`src/rtl/ball_sequencer_if.sv`:
```
// ============================================================================
//  Module      : ball_sequencer_if
//  Description : Handshake/status bundle between the ball sequencer and the
//                board controller that drives it.
//                Controller -> sequencer : start, start_color, blue_lever,
//                                          red_lever
//                Sequencer -> controller : blue_release, red_release,
//                                          current_color, busy, no_balls,
//                                          timeout_err, halted, tray,
//                                          tray_amount
//  Revision    : 1.0 - initial release
// ============================================================================
`timescale 1ns/1ps
`default_nettype none

interface ball_sequencer_if;
  logic       start;
  logic       start_color;
  logic       blue_lever;
  logic       red_lever;
  logic       blue_release;
  logic       red_release;
  logic       current_color;
  logic       busy;
  logic       no_balls;
  logic       timeout_err;
  logic       halted;
  logic [5:0] tray;
  logic [2:0] tray_amount;

  // Controller side
  modport master (
    output start, start_color, blue_lever, red_lever,
    input  blue_release, red_release, current_color, busy, no_balls,
           timeout_err, halted, tray, tray_amount
  );

  // Sequencer side
  modport slave (
    input  start, start_color, blue_lever, red_lever,
    output blue_release, red_release, current_color, busy, no_balls,
           timeout_err, halted, tray, tray_amount
  );
endinterface

`default_nettype wire

```
`src/rtl/ball_sequencer.sv`:
```
// ============================================================================
//  Module      : ball_sequencer
//  Description : Drops coloured balls onto a board one at a time. The first
//                ball is launched by start; each ball landing on a lever picks
//                the colour of the next ball. Landed colours are logged in a
//                six-entry tray. Running out of a colour or a ball that never
//                lands stops the sequencer in HALT until reset.
//  Ports       : clk  - clock, all logic on rising edge
//                rst  - synchronous active-high reset
//                bus  - ball_sequencer_if.slave (start/levers in,
//                       releases/status/tray out)
//  Revision    : 1.0 - initial release
// ============================================================================
`timescale 1ns/1ps
`default_nettype none

module ball_sequencer #(
  parameter int AMOUNT_BLUE = 8,   // blue balls loaded at reset (1..31)
  parameter int AMOUNT_RED  = 8,   // red balls loaded at reset (1..31)
  parameter int TIMEOUT     = 255  // max cycles a ball may be in flight (1..255)
) (
  input  wire logic          clk,
  input  wire logic          rst,
  ball_sequencer_if.slave    bus
);

  typedef enum logic [1:0] {
    IDLE    = 2'd0,
    RELEASE = 2'd1,
    FLIGHT  = 2'd2,
    HALT    = 2'd3
  } state_t;

  localparam logic [4:0] C_BLUE_INIT = 5'(AMOUNT_BLUE);
  localparam logic [4:0] C_RED_INIT  = 5'(AMOUNT_RED);
  localparam logic [7:0] C_TIMEOUT   = 8'(TIMEOUT);
  localparam logic [2:0] C_TRAY_SIZE = 3'd6;

  state_t     state;
  logic [4:0] blues;
  logic [4:0] reds;
  logic [7:0] flight_timer;

  // A ball request comes either from start (IDLE) or from a lever (FLIGHT).
  // Blue lever wins when both levers fire together.
  logic req;
  logic req_color;
  logic req_avail;

  always_comb begin
    req       = 1'b0;
    req_color = 1'b0;
    if (state == IDLE && bus.start) begin
      req       = 1'b1;
      req_color = bus.start_color;
    end else if (state == FLIGHT && (bus.blue_lever || bus.red_lever)) begin
      req       = 1'b1;
      req_color = !bus.blue_lever;
    end
    req_avail = req_color ? (reds != 5'd0) : (blues != 5'd0);
  end

  // The RELEASE actions are registered on the edge that enters RELEASE, so
  // the release pulse, the decremented supply and current_color are all
  // visible during the single RELEASE cycle.
  always_ff @(posedge clk) begin
    if (rst) begin
      state             <= IDLE;
      blues             <= C_BLUE_INIT;
      reds              <= C_RED_INIT;
      flight_timer      <= 8'd0;
      bus.tray          <= 6'd0;
      bus.tray_amount   <= 3'd0;
      bus.current_color <= 1'b0;
      bus.no_balls      <= 1'b0;
      bus.timeout_err   <= 1'b0;
      bus.busy          <= 1'b0;
      bus.halted        <= 1'b0;
      bus.blue_release  <= 1'b0;
      bus.red_release   <= 1'b0;
    end else begin
      bus.blue_release <= 1'b0;
      bus.red_release  <= 1'b0;

      if (req) begin
        // Log the landed ball; the tray saturates once full.
        if (state == FLIGHT && bus.tray_amount < C_TRAY_SIZE) begin
          bus.tray[bus.tray_amount] <= bus.current_color;
          bus.tray_amount           <= bus.tray_amount + 3'd1;
        end
        if (req_avail) begin
          state             <= RELEASE;
          bus.busy          <= 1'b1;
          bus.current_color <= req_color;
          flight_timer      <= 8'd0;
          if (req_color) begin
            bus.red_release <= 1'b1;
            reds            <= reds - 5'd1;
          end else begin
            bus.blue_release <= 1'b1;
            blues            <= blues - 5'd1;
          end
        end else begin
          state        <= HALT;
          bus.no_balls <= 1'b1;
          bus.busy     <= 1'b0;
          bus.halted   <= 1'b1;
        end
      end else begin
        case (state)
          RELEASE: state <= FLIGHT;
          FLIGHT: begin
            if (flight_timer == C_TIMEOUT) begin
              state           <= HALT;
              bus.timeout_err <= 1'b1;
              bus.busy        <= 1'b0;
              bus.halted      <= 1'b1;
            end else begin
              flight_timer <= flight_timer + 8'd1;
            end
          end
          default: ;  // IDLE waits for start, HALT holds until reset
        endcase
      end
    end
  end

endmodule

`default_nettype wire

```
`src/flat_wrapper.sv`:
```
// flat-port wrapper written by rule: the top's interface ports become plain ports
module ball_sequencer_flat 
#(
  parameter int AMOUNT_BLUE = 8,                                        
  parameter int AMOUNT_RED  = 8,                                       
  parameter int TIMEOUT     = 255                                                
)
  (clk, rst, bus_start, bus_start_color, bus_blue_lever, bus_red_lever, bus_blue_release, bus_red_release, bus_current_color, bus_busy, bus_no_balls, bus_timeout_err, bus_halted, bus_tray, bus_tray_amount);
  ball_sequencer_if bus_i ();
  input  wire logic clk;
  input  wire logic rst;
  input wire logic [$bits(bus_i.start)-1:0] bus_start;
  input wire logic [$bits(bus_i.start_color)-1:0] bus_start_color;
  input wire logic [$bits(bus_i.blue_lever)-1:0] bus_blue_lever;
  input wire logic [$bits(bus_i.red_lever)-1:0] bus_red_lever;
  output wire logic [$bits(bus_i.blue_release)-1:0] bus_blue_release;
  output wire logic [$bits(bus_i.red_release)-1:0] bus_red_release;
  output wire logic [$bits(bus_i.current_color)-1:0] bus_current_color;
  output wire logic [$bits(bus_i.busy)-1:0] bus_busy;
  output wire logic [$bits(bus_i.no_balls)-1:0] bus_no_balls;
  output wire logic [$bits(bus_i.timeout_err)-1:0] bus_timeout_err;
  output wire logic [$bits(bus_i.halted)-1:0] bus_halted;
  output wire logic [$bits(bus_i.tray)-1:0] bus_tray;
  output wire logic [$bits(bus_i.tray_amount)-1:0] bus_tray_amount;
  assign bus_i.start = bus_start;
  assign bus_i.start_color = bus_start_color;
  assign bus_i.blue_lever = bus_blue_lever;
  assign bus_i.red_lever = bus_red_lever;
  assign bus_blue_release = bus_i.blue_release;
  assign bus_red_release = bus_i.red_release;
  assign bus_current_color = bus_i.current_color;
  assign bus_busy = bus_i.busy;
  assign bus_no_balls = bus_i.no_balls;
  assign bus_timeout_err = bus_i.timeout_err;
  assign bus_halted = bus_i.halted;
  assign bus_tray = bus_i.tray;
  assign bus_tray_amount = bus_i.tray_amount;
  ball_sequencer #(.AMOUNT_BLUE(AMOUNT_BLUE), .AMOUNT_RED(AMOUNT_RED), .TIMEOUT(TIMEOUT)) u_core (.clk(clk), .rst(rst), .bus(bus_i));
endmodule
```
`config.mk`:
```
export PLATFORM = sky130hd
export DESIGN_NAME = ball_sequencer_flat
export DESIGN_NICKNAME = d
export VERILOG_FILES = /design/src/rtl/ball_sequencer_if.sv /design/src/rtl/ball_sequencer.sv /design/src/flat_wrapper.sv
export SDC_FILE = /design/constraint.sdc
export NUM_CORES = 1
export LEC_CHECK = 0
export CAP_MARGIN = 0
export CORE_ASPECT_RATIO = 0.9
export CORE_MARGIN = 4
export CORE_UTILIZATION = 55
export CTS_BUF_LIST = sky130_fd_sc_hd__clkbuf_8
export CTS_CLUSTER_DIAMETER = 50
export DETAILED_ROUTE_END_ITERATION = 12
export PLACE_DENSITY = 0.79
export SETUP_SLACK_MARGIN = 0.4
export SYNTH_ARGS = -nofsm -noshare
export SYNTH_HDL_FRONTEND = slang
export SYNTH_SLANG_ARGS = --single-unit
```
`constraint.sdc`:
```
create_clock -name clk -period 2.7 [get_ports clk]
set_input_delay 0.54 -clock clk [delete_from_list [all_inputs] [get_ports clk]]
set_output_delay 0.54 -clock clk [all_outputs]
set_load 0.02 [all_outputs]
```
==> results by group, run 1 <==
Logic synthesis
  – Post-synthesis sequential area ratio: 0.3975
  – Post-synth EDFFs: 0
  – Area fraction of the dominant cell type after synthesis: 0.3975
  – Avg Cell Area, Syn: 8.931 µm²
  – Mapped Cells: 203
  – Leading area contributor after synthesis: dfxtp_1
  – Synth top area cells: dfxtp_1 40%, mux2i_1 5.0%, ha_1 4.8%, inv_1 3.5%, nand2_1 2.9%
  – Post-synth net total: 216
  – Cell Area, Synth: 1813 µm²
  – Post-synth top flop: dfxtp_1
  – Synth warnings: 0
  – #FFs+latches synth: 36
  – Asr flop ratio synth: 0
  – Distinct cell type count of the synthesized netlist: 45

Clock network
  – Cts repair resizes: 0
  – Clk_lat worst skew: 280 ps
  – Root Buffer: clkbuf_8
  – # Post-CTS Setup Buffers: 0
  – TritonCTS Buffers: 5
  – CTS sink cnt: 36
  – Deepest clock path buffer count: 2
  – CTS tree: done
  – Clk slew on worst S/H paths: 70 ps
  – H-tree depth: 2
  – # hold bufs at CTS: 0

Die
  – Chip Height: 62.47 µm
  – Total die area: 4280 µm²
  – Initial Util: 0.5822
  – Core area: 3114 µm²
  – Chip width: 68.52 µm
  – IO Pins: 22
  – Rows: 19

Route
  – Routed len/inst: 14.40 µm
  – DRC Markers: 0
  – Via count: 1,597
  – Initial DRC count: 127
  – Pre-antenna DRT Iters: 4
  – Vias per cell: 5.915
  – Drt total wl: 3887 µm
  – Antenna Violating Nets Remaining: 0

Global routing
  – Vias in the first global route: 1,573
  – Largest net degree at the start of global routing: 29
  – First-pass GRT wire length: 7038 µm
  – GRT overflow: 0
  – Total Routing Usage GR: 0.2040
  – Initial antenna violation count: 0

Final layout
  – Share of cells above drive strength 1: 0.07895
  – N_diodes: 0
  – Final #Nets: 241
  – Commonest non-fill, non-tap cells in the layout: 36 x dfxtp_1, 21 x clkdlybuf4s50_1, 17 x inv_1
  – Commonest non-fill, non-tap cell in the layout: dfxtp_1
  – Fill cells: 256
  – Area grow syn2layout: 19.60%

Timing
  – Period utilisation layout: 0.8066
  – Maximum clock frequency: 459.2 MHz
  – Fin Hold WS: 454.9 ps
  – Slew margin rel.: 0.5099
  – RSZ-0062 raised after global routing: false
  – Final Slew Violations: 0
  – Hold Vio Cnt, Final: 0
  – Tightest Pin Transition: 733.2 ps
  – Final min period: 2178 ps
  – Clock Skew: 6.764 ps
  – Final setup vio count: 0
  – Fin Setup TNS: 0 ps

Placed design
  – GPL Wtd Cong: 0.7945
  – HPWL Detailed: 2895 µm
  – Port bufs: 21

Pwr
  – Clock share of power: 0.227
  – Reg power frac: 0.394
  – Total chip power: 1781 µW
  – Pint: 1138 µW
  – Combinational share of power: 0.379
  – Net Sw Frac: 0.3612
  – Sw power: 643.4 µW
  – Leakage: 0.0008376 µW
  – Peak VDD IR: 0.5199 mV
  – Pwr/cell area: 821.6 nW/µm²

Worst setup path
  – Worst Setup End Kind: register
  – Worst path required time: 2910 ps
  – Critical path, cell by cell: clkdlybuf4s50_1, a211o_1, a211o_4, or4_1, o211ai_2
  – Setup Crit Path Kind: primary input to register
  – Critical path arrival: 2390 ps
  – Worst path slowest cell: or4_1
  – Critical Path Source Type: primary input
  – Slowest stage delay, CP: 500 ps
  – Worst-path fanout max: 10

Run status
  – Status: finished clean

Worst hold path
  – Class of the worst hold path: register to register

Run
  – Maxcap violations: 0
==> worst paths after layout <==
path | cells after the start | slack [ps] | endpoint | startpoint
worst max-delay path | 5 | 520 | u_core.flight_timer[5] | bus_red_lever
worst min-delay path | 1 | 450 | u_core.reds[4] | u_core.reds[4]
worst max register to register | 6 | 590 | u_core.flight_timer[4] | u_core.state[0]
worst min register to register | 1 | 450 | u_core.reds[4] | u_core.reds[4]
==> through the flow <==
step / utilization / instance area, µm² / instances / setup slack (ps)
after global routing: 0.6963 / 2168 / 270 / 412.0
after floorplan: - / 1813 / 203 / 763.6
final: 0.6963 / 2168 / 270 / 522.1
after global placement: 0.6653 / 2072 / 263 / 298.6
after detailed placement: 0.6653 / 2072 / 263 / 238.8
after CTS: 0.6963 / 2168 / 270 / 523.4
==> cell type report <==
class	instances	area [µm²]	area share
timing repair buffer	25	240.2	0.1108
tap	42	52.55	0.02424
multi-input combinational	143	994.7	0.4587
sequential	36	720.7	0.3324
inverter	17	63.81	0.02943
clock buffer	7	96.34	0.04443
==> metal layers <==
layer  vias to the layer above  track usage  wire (µm)
met4                         0      0.05459         52
met2                        42       0.3361       1851
li1                        802            -          -
met5                         -            0          0
met1                       746       0.2633       1780
met3                         7      0.04317        203
==> power groups by stage <==
| stage | Sequential [µW] | Clock (µW) | Combinational (µW) |
|---|---|---|---|
| 6_report | 702 | 404 | 675 |
| 5_1_grt | 714 | 437 | 757 |
| 4_1_cts | 701 | 412 | 678 |
| 3_5_place_dp | 713 | 0 | 674 |
| 3_3_place_gp | 706 | 0 | 646 |
| 2_1_floorplan | 735 | 0 | 448 |
==> registers in the layout (all words and copies together), names as in the netlist <==
signal,count
u_core.bus.blue_release,1
u_core.bus.tray_amount,3
u_core.bus.busy,1
u_core.state,2
u_core.bus.tray,6
u_core.bus.current_color,1
u_core.bus.no_balls,1
u_core.reds,5
u_core.bus.timeout_err,1
u_core.flight_timer,8
u_core.blues,5
u_core.bus.halted,1
u_core.bus.red_release,1
==> cell usage after synthesis, types with 2 or more instances <==
| library cell | count |
|---|---|
| clkbuf_1 | 5 |
| and3_1 | 3 |
| dfxtp_1 | 36 |
| o211ai_1 | 5 |
| ha_1 | 7 |
| or4b_1 | 2 |
| and4_1 | 2 |
| nor3_1 | 5 |
| o21ai_0 | 9 |
| nand4_1 | 4 |
| o21ai_1 | 2 |
| a31oi_1 | 2 |
| nand3b_1 | 3 |
| o21a_1 | 5 |
| mux2i_1 | 9 |
| and2_1 | 3 |
| or3_1 | 3 |
| nand2_1 | 14 |
| nor2b_1 | 3 |
| inv_1 | 17 |
| nand3_1 | 10 |
| o211ai_2 | 4 |
| nor2_1 | 11 |
| or4_1 | 7 |
| a211oi_1 | 3 |
| a21oi_1 | 10 |
==> logic make-up after synthesis <==
| family | after synthesis | share of synthesized area |
|---|---|---|
| buffers and inverters | 24 | 0.05383 |
| XOR/XNOR | 1 | 0.004832 |
| adder cells (fa/ha/maj) | 7 | 0.04831 |
| flip-flops | 36 | 0.3975 |
| multiplexers | 10 | 0.05590 |
| AO/OA/AOI/OAI | 51 | 0.2091 |
| AND/OR/NAND/NOR | 74 | 0.2305 |
==> worst max-delay path: cells and delay by family <==
| family | cells | cell delay, ps |
|---|---|---|
| compound gates | 3 | 850 |
| buf+inv | 1 | 490 |
| simple gates | 1 | 500 |
No activity file was read; power rests on OpenSTA's default activity.
==> run 2: changes to the inputs <==
CORE_UTILIZATION = 52   (was 55)
PLACE_DENSITY = 0.78   (was 0.79)
clock period = 1.9 ns   (was 2.7 ns; I/O delays follow)
==> results by group, run 2 (synthesis results as in run 1) <==
Run status
  – Status: finished clean

Final layout
  – Top reg by flops: u_core.flight_timer
  – Share of cells above drive strength 1: 0.3955
  – Max reg flops: 8
  – Fill cells: 187
  – Area grow syn2layout: 55.00%
  – Final #Nets: 280
  – Commonest non-fill, non-tap cells in the layout: 29 x dfxtp_1, 25 x buf_4, 15 x buf_6
  – N_diodes: 0
  – Commonest non-fill, non-tap cell in the layout: dfxtp_1
  – Regs by FF count: u_core.flight_timer: 8 flops, u_core.bus.tray: 6 flops

Route
  – Vias per cell: 6.035
  – DRC Markers: 0
  – Routed len/inst: 19.05 µm
  – Pre-antenna DRT Iters: 4
  – Initial DRC count: 187
  – Antenna Violating Nets Remaining: 0
  – Drt total wl: 5945 µm
  – Via count: 1,883

Die
  – Initial Util: 0.5367
  – Chip width: 70.24 µm
  – Chip Height: 64.02 µm
  – IO Pins: 22
  – Rows: 20
  – Core area: 3378 µm²
  – Total die area: 4496 µm²

Global routing
  – GRT overflow: 0
  – Met3 Resource Use GR: 0.04717
  – Met1 global-route usage: 0.2859
  – GRT busiest layer: met2
  – Total Routing Usage GR: 0.2276
  – Largest net degree at the start of global routing: 20
  – M2 GR Usage: 0.3832
  – Vias in the first global route: 1,828
  – Initial antenna violation count: 0
  – First-pass GRT wire length: 8293 µm

Worst hold path
  – Class of the worst hold path: register to register

Timing
  – Tightest Pin Transition: 446.1 ps
  – Final setup vio count: 0
  – Final min period: 1863 ps
  – Fin Setup TNS: 0 ps
  – Hold Vio Cnt, Final: 0
  – Final Slew Violations: 0
  – Final worst slack: 36.68 ps
  – Slew margin rel.: 0.7017
  – RSZ-0062 raised after global routing: true
  – Maximum clock frequency: 536.7 MHz
  – Clock Skew: 7.230 ps
  – Period utilisation layout: 0.9807

Clock network
  – CTS tree: done
  – Deepest clock path buffer count: 2
  – H-tree depth: 2
  – Clk_lat worst skew: 300 ps
  – TritonCTS Buffers: 5
  – Clk slew on worst S/H paths: 70 ps
  – CTS sink cnt: 36
  – Root Buffer: clkbuf_8

Worst setup path
  – Setup Crit Path Kind: register to register
  – Worst-path fanout max: 5
  – Worst path required time: 2130 ps
  – Critical Path Source Type: register
  – Critical path arrival: 2090 ps
  – Worst Setup End Kind: register

Placed design
  – Port bufs: 21
  – Dpl ws: -276.1 ps
  – HPWL Detailed: 3183 µm
  – GPL Wtd Cong: 0.8422

Pwr
  – Leakage: 0.001193 µW
  – Peak VDD IR: 0.7280 mV
  – Pwr/cell area: 1268 nW/µm²

Run
  – Maxcap violations: 0
run 2: worst max-delay path, cell delays in order (launching register included):
cell,delay [ps]
dfxtp_2,340
inv_4,50
ha_4,150
a211o_1,350
a211o_4,310
or4b_4,530
o211ai_2,70
run 2: metal layers:
metal | wire length [µm] | share of wire
met4 | 82 | 0.014
met3 | 294 | 0.049
met2 | 3097 | 0.52
met5 | 0 | 0
met1 | 2471 | 0.42
run 2: what timing repair did:
action,CTS,global route
hold buffers,0,0
setup endpoints to repair,48,35
pin swaps,14,13
setup buffers,8,6
resized for setup,51,44
cloned,1,0
endpoints found under the hold margin,0,0
run 2: path summary, 6_finish.rpt:
check / cells after the start / slack [ps] / endpoint / startpoint
setup / recovery: 6 / 40 / u_core.flight_timer[2] / u_core.state[0]
hold / removal: 1 / 460 / u_core.bus.no_balls / u_core.bus.no_balls
setup reg to reg: 6 / 40 / u_core.flight_timer[2] / u_core.state[0]
hold reg to reg: 1 / 460 / u_core.bus.no_balls / u_core.bus.no_balls
run 2: metrics by stage:
| stage | instances | hold slack, ps | area, µm² | util | total power, µW |
|---|---|---|---|---|---|
| final | 312 | 463.6 | 2810 | 0.8319 | 3564 |
| after floorplan | 203 | 422.8 | 1858 | - | 1742 |
| after CTS | 306 | 465.7 | 2597 | 0.7689 | 3130 |
| after global routing | 312 | 494.4 | 2810 | 0.8319 | 3712 |
| after detailed placement | 289 | 449.9 | 2315 | 0.6852 | 2207 |
| after global placement | 289 | 427.5 | 2315 | 0.6852 | 2175 |
run 2: final cells by class:
class                   count  area (µm²)  area share
clock buffers               5       68.82     0.02449
clock inverters             3       38.79     0.01380
inverters                  17       71.32     0.02538
multi-input cells         144        1250      0.4448
flip-flops and latches     36       729.5      0.2596
well taps                  44       55.05     0.01959
repair buffers             63       596.8      0.2124
run 2: power by group:
part           internal, µW  leakage (µW)  switching [µW]  total (µW)
sequential              898      0.000295             137        1040
clock                   384     0.0000593             288         672
combinational           924      0.000839             932        1860
